<file path="config.mk">
export PLATFORM = sky130hd
export DESIGN_NAME = lcd1602_bus_monitor
export DESIGN_NICKNAME = d
export VERILOG_FILES = /design/src/rtl/lcd1602_pkg.sv /design/src/rtl/lcd1602_bus_monitor_sampler.sv /design/src/rtl/lcd1602_bus_monitor.sv
export SDC_FILE = /design/constraint.sdc
export NUM_CORES = 1
export LEC_CHECK = 0
export ABC_CLOCK_PERIOD_IN_PS = 15000
export CAP_MARGIN = 30
export CORE_ASPECT_RATIO = 0.75
export CORE_UTILIZATION = 38
export CTS_CLUSTER_SIZE = 24
export DETAILED_ROUTE_END_ITERATION = 10
export SLEW_MARGIN = 20
export SYNTH_ARGS = -nofsm -noshare
export SYNTH_HDL_FRONTEND = slang
export SYNTH_SLANG_ARGS = --single-unit
</file>
<file path="constraint.sdc">
create_clock -name clk -period 15 [get_ports clk]
set_clock_uncertainty 0.2 [all_clocks]
set_input_delay 3 -clock clk [delete_from_list [all_inputs] [get_ports clk]]
set_output_delay 3 -clock clk [all_outputs]
set_load 0.05 [all_outputs]
</file>
<file path="src/rtl/lcd1602_pkg.sv">
// Shared constants, state encoding and helpers for the LCD1602 bus monitor.
// Instruction classes are identified by a mask/opcode pair: the highest set bit decides.
package lcd1602_pkg;

    localparam logic [7:0] BLANK_CHAR = 8'h20;

    localparam logic [6:0] DDRAM_LINE0_END   = 7'h27;
    localparam logic [6:0] DDRAM_LINE1_START = 7'h40;
    localparam logic [6:0] DDRAM_LINE1_END   = 7'h67;

    localparam logic [7:0] MASK_SET_DDRAM  = 8'h80;
    localparam logic [7:0] OP_SET_DDRAM    = 8'h80;
    localparam logic [7:0] MASK_SET_CGRAM  = 8'hC0;
    localparam logic [7:0] OP_SET_CGRAM    = 8'h40;
    localparam logic [7:0] MASK_FUNC_SET   = 8'hE0;
    localparam logic [7:0] OP_FUNC_SET     = 8'h20;
    localparam logic [7:0] MASK_SHIFT      = 8'hF0;
    localparam logic [7:0] OP_SHIFT        = 8'h10;
    localparam logic [7:0] MASK_DISP_CTRL  = 8'hF8;
    localparam logic [7:0] OP_DISP_CTRL    = 8'h08;
    localparam logic [7:0] MASK_ENTRY_MODE = 8'hFC;
    localparam logic [7:0] OP_ENTRY_MODE   = 8'h04;
    localparam logic [7:0] MASK_HOME       = 8'hFE;
    localparam logic [7:0] OP_HOME         = 8'h02;
    localparam logic [7:0] MASK_CLEAR      = 8'hFF;
    localparam logic [7:0] OP_CLEAR        = 8'h01;

    typedef enum logic [1:0] {
        ST_IDLE     = 2'd0,
        ST_EXEC     = 2'd1,
        ST_CLEARING = 2'd2
    } state_t;

    function automatic int unsigned us_to_cycles(input int unsigned clock_freq, input int unsigned us);
        return (clock_freq / 1_000_000) * us;
    endfunction

    // DDRAM address counter step, wrapping between the two 40-byte line windows.
    function automatic logic [6:0] step_addr(input logic [6:0] a, input logic inc);
        if (inc) begin
            if (a == DDRAM_LINE0_END) return DDRAM_LINE1_START;
            if (a == DDRAM_LINE1_END) return 7'h00;
            return a + 7'd1;
        end
        if (a == 7'h00)             return DDRAM_LINE1_END;
        if (a == DDRAM_LINE1_START) return DDRAM_LINE0_END;
        return a - 7'd1;
    endfunction

endpackage

</file>
<file path="src/rtl/lcd1602_bus_monitor_sampler.sv">
// Bus front end: synchronises RS/RW/E/DATA and qualifies falling edges of E
// whose preceding high run was long enough to count as a real transfer.
module lcd_bus_sampler #(
    parameter int SYNC_STAGES = 2,
    parameter int MIN_E_HIGH  = 10
) (
    input  logic       clk,
    input  logic       rst,
    input  logic       lcd_rs,
    input  logic       lcd_rw,
    input  logic       lcd_e,
    input  logic [7:0] lcd_data,
    output logic       xfer_stb,
    output logic       xfer_rs,
    output logic       xfer_rw,
    output logic [7:0] xfer_data
);
    localparam int BUS_W  = 11;
    localparam int HCNT_W = $clog2(MIN_E_HIGH + 1);

    logic [BUS_W-1:0]  sync_reg [SYNC_STAGES];
    logic [BUS_W-1:0]  synced;
    logic              e_synced;
    logic [HCNT_W-1:0] high_cnt_reg;
    logic [9:0]        capture_reg;

    always_ff @(posedge clk or posedge rst) begin
        if (rst) begin
            for (int i = 0; i < SYNC_STAGES; i++) sync_reg[i] <= '0;
        end else begin
            for (int i = SYNC_STAGES - 1; i > 0; i--) sync_reg[i] <= sync_reg[i-1];
            sync_reg[0] <= {lcd_e, lcd_rs, lcd_rw, lcd_data};
        end
    end

    assign synced   = sync_reg[SYNC_STAGES-1];
    assign e_synced = synced[10];

    // High-run counter saturates at the qualifying width; the capture tracks
    // the bus on every high cycle, so it holds the last-high-cycle values.
    always_ff @(posedge clk or posedge rst) begin
        if (rst) begin
            high_cnt_reg <= '0;
            capture_reg  <= '0;
        end else if (e_synced) begin
            if (high_cnt_reg != HCNT_W'(MIN_E_HIGH)) high_cnt_reg <= high_cnt_reg + 1'b1;
            capture_reg <= synced[9:0];
        end else begin
            high_cnt_reg <= '0;
        end
    end

    assign xfer_stb  = !e_synced && (high_cnt_reg == HCNT_W'(MIN_E_HIGH));
    assign xfer_rs   = capture_reg[9];
    assign xfer_rw   = capture_reg[8];
    assign xfer_data = capture_reg[7:0];

endmodule

</file>
<file path="src/rtl/lcd1602_bus_monitor.sv">
// Receive-only HD44780 responder: decodes the 8-bit bus into a 32-char shadow
// DDRAM plus display state, emulates busy timing and flags protocol misuse.
module lcd1602_bus_monitor
    import lcd1602_pkg::*;
#(
    parameter int unsigned CLOCK_FREQ  = 50_000_000,
    parameter int          SYNC_STAGES = 2,
    parameter int          MIN_E_HIGH  = 10,
    parameter int unsigned EXEC_US     = 37,
    parameter int unsigned CLEAR_US    = 1520
) (
    input  logic       clk,
    input  logic       rst,
    input  logic       lcd_rs,
    input  logic       lcd_rw,
    input  logic       lcd_e,
    input  logic [7:0] lcd_data,
    input  logic [4:0] rd_addr,
    output logic [7:0] rd_char,
    output logic [6:0] cursor_addr,
    output logic       disp_on,
    output logic       cursor_on,
    output logic       blink_on,
    output logic       busy,
    output logic       cmd_valid,
    output logic       char_valid,
    output logic [7:0] code,
    output logic       overrun,
    output logic       proto_err
);
    localparam int unsigned EXEC_CYCLES  = us_to_cycles(CLOCK_FREQ, EXEC_US);
    localparam int unsigned CLEAR_CYCLES = us_to_cycles(CLOCK_FREQ, CLEAR_US);
    localparam int          CNT_W        = $clog2(CLEAR_CYCLES + 1);

    logic       xfer_stb, xfer_rs, xfer_rw;
    logic [7:0] xfer_data;

    lcd_bus_sampler #(
        .SYNC_STAGES(SYNC_STAGES),
        .MIN_E_HIGH (MIN_E_HIGH)
    ) u_sampler (
        .clk      (clk),
        .rst      (rst),
        .lcd_rs   (lcd_rs),
        .lcd_rw   (lcd_rw),
        .lcd_e    (lcd_e),
        .lcd_data (lcd_data),
        .xfer_stb (xfer_stb),
        .xfer_rs  (xfer_rs),
        .xfer_rw  (xfer_rw),
        .xfer_data(xfer_data)
    );

    state_t     state_reg;
    logic       pend_rs_reg;
    logic [7:0] pend_data_reg;
    logic [6:0] cursor_reg, cursor_next;
    logic       id_reg, id_next;
    logic       cgram_reg, cgram_next;
    logic       disp_reg, cur_reg, blink_reg;
    logic       disp_next, cur_next, blink_next;
    logic [7:0] code_reg;
    logic       overrun_reg, proto_err_reg;
    logic [CNT_W-1:0] busy_cnt_reg;
    logic [4:0] clr_idx_reg;
    logic       proto_set, long_busy, go_clear, data_we;

    logic [7:0] shadow [32];
    logic [7:0] rd_char_reg;
    logic       shadow_we;
    logic [4:0] shadow_waddr;
    logic [7:0] shadow_wdata;

    assign busy = (state_reg == ST_EXEC) || (busy_cnt_reg != '0);

    // Decode of the pending transfer; only committed in the EXEC cycle.
    always_comb begin
        cursor_next = cursor_reg;
        id_next     = id_reg;
        cgram_next  = cgram_reg;
        disp_next   = disp_reg;
        cur_next    = cur_reg;
        blink_next  = blink_reg;
        proto_set   = 1'b0;
        long_busy   = 1'b0;
        go_clear    = 1'b0;
        data_we     = 1'b0;
        if (pend_rs_reg) begin
            data_we     = !cgram_reg && (cursor_reg[5:4] == 2'b00);
            cursor_next = step_addr(cursor_reg, id_reg);
        end else if ((pend_data_reg & MASK_SET_DDRAM) == OP_SET_DDRAM) begin
            cursor_next = pend_data_reg[6:0];
            cgram_next  = 1'b0;
        end else if ((pend_data_reg & MASK_SET_CGRAM) == OP_SET_CGRAM) begin
            cgram_next = 1'b1;
        end else if ((pend_data_reg & MASK_FUNC_SET) == OP_FUNC_SET) begin
            proto_set = !pend_data_reg[4];
        end else if ((pend_data_reg & MASK_SHIFT) == OP_SHIFT) begin
            if (!pend_data_reg[3]) cursor_next = step_addr(cursor_reg, pend_data_reg[2]);
        end else if ((pend_data_reg & MASK_DISP_CTRL) == OP_DISP_CTRL) begin
            disp_next  = pend_data_reg[2];
            cur_next   = pend_data_reg[1];
            blink_next = pend_data_reg[0];
        end else if ((pend_data_reg & MASK_ENTRY_MODE) == OP_ENTRY_MODE) begin
            id_next = pend_data_reg[1];
        end else if ((pend_data_reg & MASK_HOME) == OP_HOME) begin
            cursor_next = 7'h00;
            long_busy   = 1'b1;
        end else if ((pend_data_reg & MASK_CLEAR) == OP_CLEAR) begin
            cursor_next = 7'h00;
            id_next     = 1'b1;
            long_busy   = 1'b1;
            go_clear    = 1'b1;
        end
    end

    always_comb begin
        shadow_we    = 1'b0;
        shadow_waddr = {cursor_reg[6], cursor_reg[3:0]};
        shadow_wdata = pend_data_reg;
        if (state_reg == ST_EXEC) begin
            shadow_we = data_we;
        end else if (state_reg == ST_CLEARING) begin
            shadow_we    = 1'b1;
            shadow_waddr = clr_idx_reg;
            shadow_wdata = BLANK_CHAR;
        end
    end

    always_ff @(posedge clk or posedge rst) begin
        if (rst) begin
            state_reg     <= ST_IDLE;
            pend_rs_reg   <= 1'b0;
            pend_data_reg <= '0;
            cursor_reg    <= '0;
            id_reg        <= 1'b1;
            cgram_reg     <= 1'b0;
            disp_reg      <= 1'b0;
            cur_reg       <= 1'b0;
            blink_reg     <= 1'b0;
            code_reg      <= '0;
            overrun_reg   <= 1'b0;
            proto_err_reg <= 1'b0;
            busy_cnt_reg  <= '0;
            clr_idx_reg   <= '0;
        end else begin
            if (xfer_stb && busy)    overrun_reg   <= 1'b1;
            if (xfer_stb && xfer_rw) proto_err_reg <= 1'b1;
            if (busy_cnt_reg != '0)  busy_cnt_reg  <= busy_cnt_reg - 1'b1;
            case (state_reg)
                ST_IDLE: begin
                    if (xfer_stb && !xfer_rw && !busy) begin
                        pend_rs_reg   <= xfer_rs;
                        pend_data_reg <= xfer_data;
                        state_reg     <= ST_EXEC;
                    end
                end
                ST_EXEC: begin
                    cursor_reg   <= cursor_next;
                    id_reg       <= id_next;
                    cgram_reg    <= cgram_next;
                    disp_reg     <= disp_next;
                    cur_reg      <= cur_next;
                    blink_reg    <= blink_next;
                    code_reg     <= pend_data_reg;
                    if (proto_set) proto_err_reg <= 1'b1;
                    // EXEC itself is the first busy cycle, hence the -1.
                    busy_cnt_reg <= long_busy ? CNT_W'(CLEAR_CYCLES - 1) : CNT_W'(EXEC_CYCLES - 1);
                    clr_idx_reg  <= '0;
                    state_reg    <= go_clear ? ST_CLEARING : ST_IDLE;
                end
                ST_CLEARING: begin
                    clr_idx_reg <= clr_idx_reg + 5'd1;
                    if (clr_idx_reg == 5'd31) state_reg <= ST_IDLE;
                end
                default: state_reg <= ST_IDLE;
            endcase
        end
    end

    always_ff @(posedge clk or posedge rst) begin
        if (rst) begin
            for (int i = 0; i < 32; i++) shadow[i] <= BLANK_CHAR;
            rd_char_reg <= '0;
        end else begin
            if (shadow_we) shadow[shadow_waddr] <= shadow_wdata;
            rd_char_reg <= shadow[rd_addr];
        end
    end

    assign rd_char     = rd_char_reg;
    assign cursor_addr = cursor_reg;
    assign disp_on     = disp_reg;
    assign cursor_on   = cur_reg;
    assign blink_on    = blink_reg;
    assign cmd_valid   = (state_reg == ST_EXEC) && !pend_rs_reg;
    assign char_valid  = (state_reg == ST_EXEC) && pend_rs_reg;
    assign code        = code_reg;
    assign overrun     = overrun_reg;
    assign proto_err   = proto_err_reg;

endmodule

</file>
; Word-level counts from Yosys, hierarchy flattened
; Cells that the tools add are included.
[word_totals]
reg_bits = 355
inputBits = 18
out_inout_bits = 31
wordCells = 255
[op_classes]
add_sub_neg = 5
n_lt_le_gt_ge = 3
eq_ne = 24
muxes = 133
n_bitwise = 8
reduce_logical = 31
[op_table]
columns = cell, n
row1 = 256-bit bitwise mux, 1
row2 = 7-bit two-way mux, 28
row3 = 1-bit two-way mux, 85
row4 = 17-bit two-way mux, 3
row5 = 8-bit binary-select mux with 5-bit select, 1
row6 = 8-bit demux with 5-bit select, 1
row7 = 8-bit two-way mux, 5
row8 = 17-bit nonzero test, 1
row9 = "17-bit by 1-bit subtractor with 17-bit output, second input constant", 1
row10 = "4-bit != test, second input constant", 4
row11 = "7-bit == test, second input constant", 2
row12 = 7-bit AND reduction, 2
row13 = "6-bit >= comparator, second input constant", 2
row14 = 5-bit NOT with 6-bit output, 2
row15 = 5-bit two-way mux, 2
row16 = 5-bit one-hot mux with 2 select lines, 1
row17 = 1-bit logical AND, 9
row18 = 9-bit AND reduction, 1
row19 = "8-bit by 1-bit == test with 1-bit output, second input constant", 1
row20 = 4-bit two-way mux, 2
row21 = 2-bit nonzero test, 4
row22 = "7-bit by 1-bit adder with 7-bit output, second input constant", 1
row23 = "7-bit by 1-bit == test with 1-bit output, second input constant", 1
row24 = "7-bit by 6-bit == test with 1-bit output, second input constant", 1
row25 = other kinds (25), 43

; Logic depth before layout (Yosys ltp)
[depth]
ltp_word = 31
ltp_mapped = 10
mapped_depth_nobuf = 7

; Modules after synthesis
; Synthesis repeated with hierarchy kept, for this count alone.
[hier_totals]
cells_unflattened = 1113
area_unflattened_um2 = 16493.3
[by_module_without_submodules]
columns = mod, n_inst, cells_each, area_each_um2, seq_area_each_um2
row1 = lcd1602_bus_monitor, 1, 1048, 15300.9, 8023.9
row2 = lcd_bus_sampler, 1, 65, 1192.4, 900.9

; Worst setup path after synthesis
; OpenSTA, ideal clock, no wires.
[synth_path]
path_type = input port to flip-flop
start = in rd_addr[0]
end = reg rd_char_reg[0], in the netlist rd_char[0]
setup_ns = 0.125
arrival_time_ns = 4.743
t_required_ns = 14.675
path_slack_ns = 9.933
stages = 5
n_path_buf = 2
cell_sequence = buf_2 buf_2 mux4_2 mux4_2 mux2_2
[synth_via]
elab_chain_len = 4
[synth_rtl]
columns = element, line_no
row1 = start: declaration, lcd1602_bus_monitor.sv:18  ; input logic [4:0] rd_addr,
row2 = 5-bit NOT with 6-bit output (not written as such), lcd1602_bus_monitor.sv:187  ; rd_char_reg <= shadow[rd_addr];
row3 = 8-bit binary-select mux with 5-bit select, lcd1602_bus_monitor.sv:187
row4 = 8-bit two-way mux (not written as such) (2 in series), lcd1602_bus_monitor.sv:187
row5 = end signal: assignment, lcd1602_bus_monitor.sv:187
row6 = end: declaration, lcd1602_bus_monitor.sv:69  ; logic [7:0] rd_char_reg;
; No other way between the ends. The select of a mux whose other input is x is not followed.
; A chain may end at the register's enable or synchronous reset.

; Final worst setup path
[layout_path]
start = reg busy_cnt_reg[3]
end = out busy
[layout_via]
elab_chain_len = 2
[layout_rtl]
columns = element, line_no
row1 = start: declaration, lcd1602_bus_monitor.sv:64  ; logic [CNT_W-1:0] busy_cnt_reg;
row2 = start signal: assignment, lcd1602_bus_monitor.sv:149  ; if (busy_cnt_reg != '0) busy_cnt_reg <= busy_cnt_reg - 1'b1;
row3 = start signal: assignment, lcd1602_bus_monitor.sv:168  ; busy_cnt_reg <= long_busy ? CNT_W'(CLEAR_CYCLES - 1) : CNT_W'(EXEC_CYCLES - 1);
row4 = 17-bit nonzero test, lcd1602_bus_monitor.sv:74  ; assign busy = (state_reg == ST_EXEC) || (busy_cnt_reg != '0);
row5 = 1-bit logical OR, lcd1602_bus_monitor.sv:74
row6 = end: declaration, lcd1602_bus_monitor.sv:24  ; output logic busy,
; No other way between the ends.

==> impl_metrics.tcl <==
set metrics [dict create \
    status "finished, final reports clean" \
    synth_warnings 0 \
    htree_levels 2 \
    required_ns 11.80 \
    firstDrtPassIters 5 \
    p_per_area_nw_per_um2 108.8 \
    dieArea_um2 44090 \
    portBuffers 48 \
    syn_area_um2 16430 \
    hold_slack_ns 0.1407 \
    clock-root-buffer "clkbuf_16" \
    cp-start-kind "flip-flop" \
    ant_nets 0 \
    cap_violations 0 \
    synth_top_cells_by_area "dfrtp_1 49%, mux2_2 20%, mux4_2 11%" \
    hold_buffers 0 \
    grt_max_degree 135 \
    synth_cells 1122 \
    nFillCells 3758 \
    relSlewSlack 0.3288 \
    max_freq_mhz 159.1 \
    ys_types 66 \
    cpPeakStageDelay_ns 0.74 \
    tritoncts "yes" \
    postCtsSetupRepairBufs 0 \
    setup_tns_ns 0 \
    place.gp.congestion 0.8045 \
    num_io_pins 49 \
    clock-sinks 355 \
    synthTopCellsByCount "322 x dfrtp_1, 295 x mux2_2, 80 x mux4_2, 46 x clkbuf_1, 37 x nand2_1" \
    arrival_ns 3.09 \
    vias_per_cell 5.497 \
    grt_pass1_wl_um 62630 \
    hold_path.class "flip-flop to flip-flop" \
    end_kind "primary output" \
    synth_seq_cells 355 \
    cts_resized 0 \
    final-hold-violation-count 0 \
    seq_area_um2 8925 \
    crit_type "flip-flop to primary output" \
    synth_fp_nets 1151 \
    drt_iter0_drc 712 \
    cp_slowest_cell "clkdlybuf4s50_1" \
    drc 0 \
    via_count 9642 \
    worst_slew_pin_slew_ns 1.007 \
    grt_setup_unrepaired "no" \
    antenna_cells 0 \
    cts_inserted_buffers 37 \
    setup_viol 0 \
    period_needed_ns 6.287 \
    fin_crit_sh 0.4191 \
    synth.most_common_cell "dfrtp_1" \
    grt_pass1_vias 9831 \
    synth-edff-count 0 \
    ys_async_sr_fraction 1.000 \
    path_buf_inv 2 \
    largest_reg_flops 256 \
    antenna_found_initial 0 \
    synth_area_leader_cell "dfrtp_1" \
    wl_met2_um 16810 \
    crit_fanout 6 \
    top_layer "met4" \
    clkTransAtPathRegs_ns 0.06 \
    areaGrowthSynthToFinish_pct 14.09 \
    wire_per_inst_um 22.50 \
    ys_seq_area_frac 0.5431 \
    num_rows 65 \
    post-dp-hpwl_um 25830 \
    wl_met1_um 19270 \
    cts_max_path_buffers 3 \
    final_layout_size_suffix_gt1_frac 0.4388 \
    die_w_um 242.1 \
    cpLargestDelayFamily "simple AND/OR/NAND/NOR gates" \
    crit_chain "or3_1 > or2_0 > nor3_1 > inv_1 > clkdlybuf4s50_1" \
    power_leakage_nw 8.411 \
    grtUsageTotal 0.1856 \
    wl_met3_um 2600 \
    drv_slew 0 \
    synth_ff_type "dfrtp_1" \
    multi_input_area_um2 7158 \
    avgSynthCellArea_um2 14.65 \
    coreArea_um2 42370 \
    start_util 0.3878 \
    clkLatencyLatePin_ns 0.54 \
    synth_top_area_frac 0.4904 \
    drt-total-wl_um 39470 \
    finalNetCount 1187 \
    grt_overflow_total 0 \
    die_y_um 182.1 \
    ir_drop_mv 0.07978 \
]
## logic make-up (layout without fill, tap and decap cells)
family                   after synthesis  in the layout  synth area share
flip-flops                           355            355            0.5431
XOR/XNOR                              14             14          0.007462
buffers and inverters                 87            150           0.02170
adder cells (fa/ha/maj)               11             11          0.008376
AO/OA/AOI/OAI                         85             85           0.03351
multiplexers                         387            387            0.3218
AND/OR/NAND/NOR                      183            183           0.06404
## worst reg2reg max path, cell delays in order (launching register included)
cell     delay (ns)
dfrtp_1        0.39
inv_1          0.08
ha_1           0.23
buf_4          0.38
nand2_1        0.18
o41ai_2        0.73
nand3_2        0.35
nor3_4         0.64
mux2_2         0.42
## routing by layer
layer / vias to the layer above / GRT usage
met5: - / 0
met3: 48 / 0.03809
met1: 5104 / 0.2916
li1: 4226 / -
met4: 0 / 0.04861
met2: 264 / 0.2572
## metrics by stage
stage          total power, W  instances    util  instance area, um^2  setup slack [ns]
6_report             0.002041       1754  0.4425                18750             8.713
5_1_grt              0.002123       1754  0.4425                18750             8.480
4_1_cts              0.002067       1753  0.4417                18710             8.639
3_5_place_dp         0.001145       1687  0.4129                17500             8.934
3_3_place_gp         0.001141       1685  0.4118                17450             8.682
2_1_floorplan        0.001112       1122       -                16430             2.006
## area by class of cell
type	count	area share
sequential	355	0.4760
multi-input combinational	680	0.3818
clock buffer	60	0.06260
tap	569	0.03797
timing repair buffer	66	0.03524
inverter	18	0.004004
clock inverter	6	0.002336
## cell usage in the layout (no fill, tap or decap), types with 4 or more instances in the layout
cell,count
a21oi_1,22
a31oi_1,8
and2_1,10
and3_1,4
buf_4,16
clkbuf_1,8
clkbuf_16,38
clkbuf_8,14
clkdlybuf4s50_1,46
clkinv_2,4
dfrtp_1,322
dfstp_2,33
ha_1,11
inv_1,17
mux2_2,295
mux2i_1,6
mux4_2,80
nand2_1,37
nand2b_1,9
nand3_1,16
nand4_1,4
nor2_1,29
nor2_2,12
nor2b_1,9
nor3_1,10
nor4_1,7
o21ai_0,24
or3_1,8
xnor2_1,10
xor2_1,4
## final timing paths
path,startpoint,endpoint,slack (ns),cells after the start
setup reg to reg,state_reg[1],shadow[188],11.30,8
hold reg to reg,u_sampler.sync_reg[21],u_sampler.synced[10],0.14,0
max in group asynchronous,rst,shadow[206],9.93,5
min in group asynchronous,rst,u_sampler.sync_reg[11],2.61,2
setup / recovery,busy_cnt_reg[3],busy,8.71,5
hold / removal,u_sampler.sync_reg[21],u_sampler.synced[10],0.14,0
## power breakdown
group          leakage, nW  total (W)  internal [W]  switching (W)
clock network        0.601   0.000912      0.000535       0.000377
logic                 3.07   0.000115     0.0000486      0.0000666
registers             4.74    0.00101      0.000986      0.0000272
Note: power is estimated with default switching activity, not from simulation.
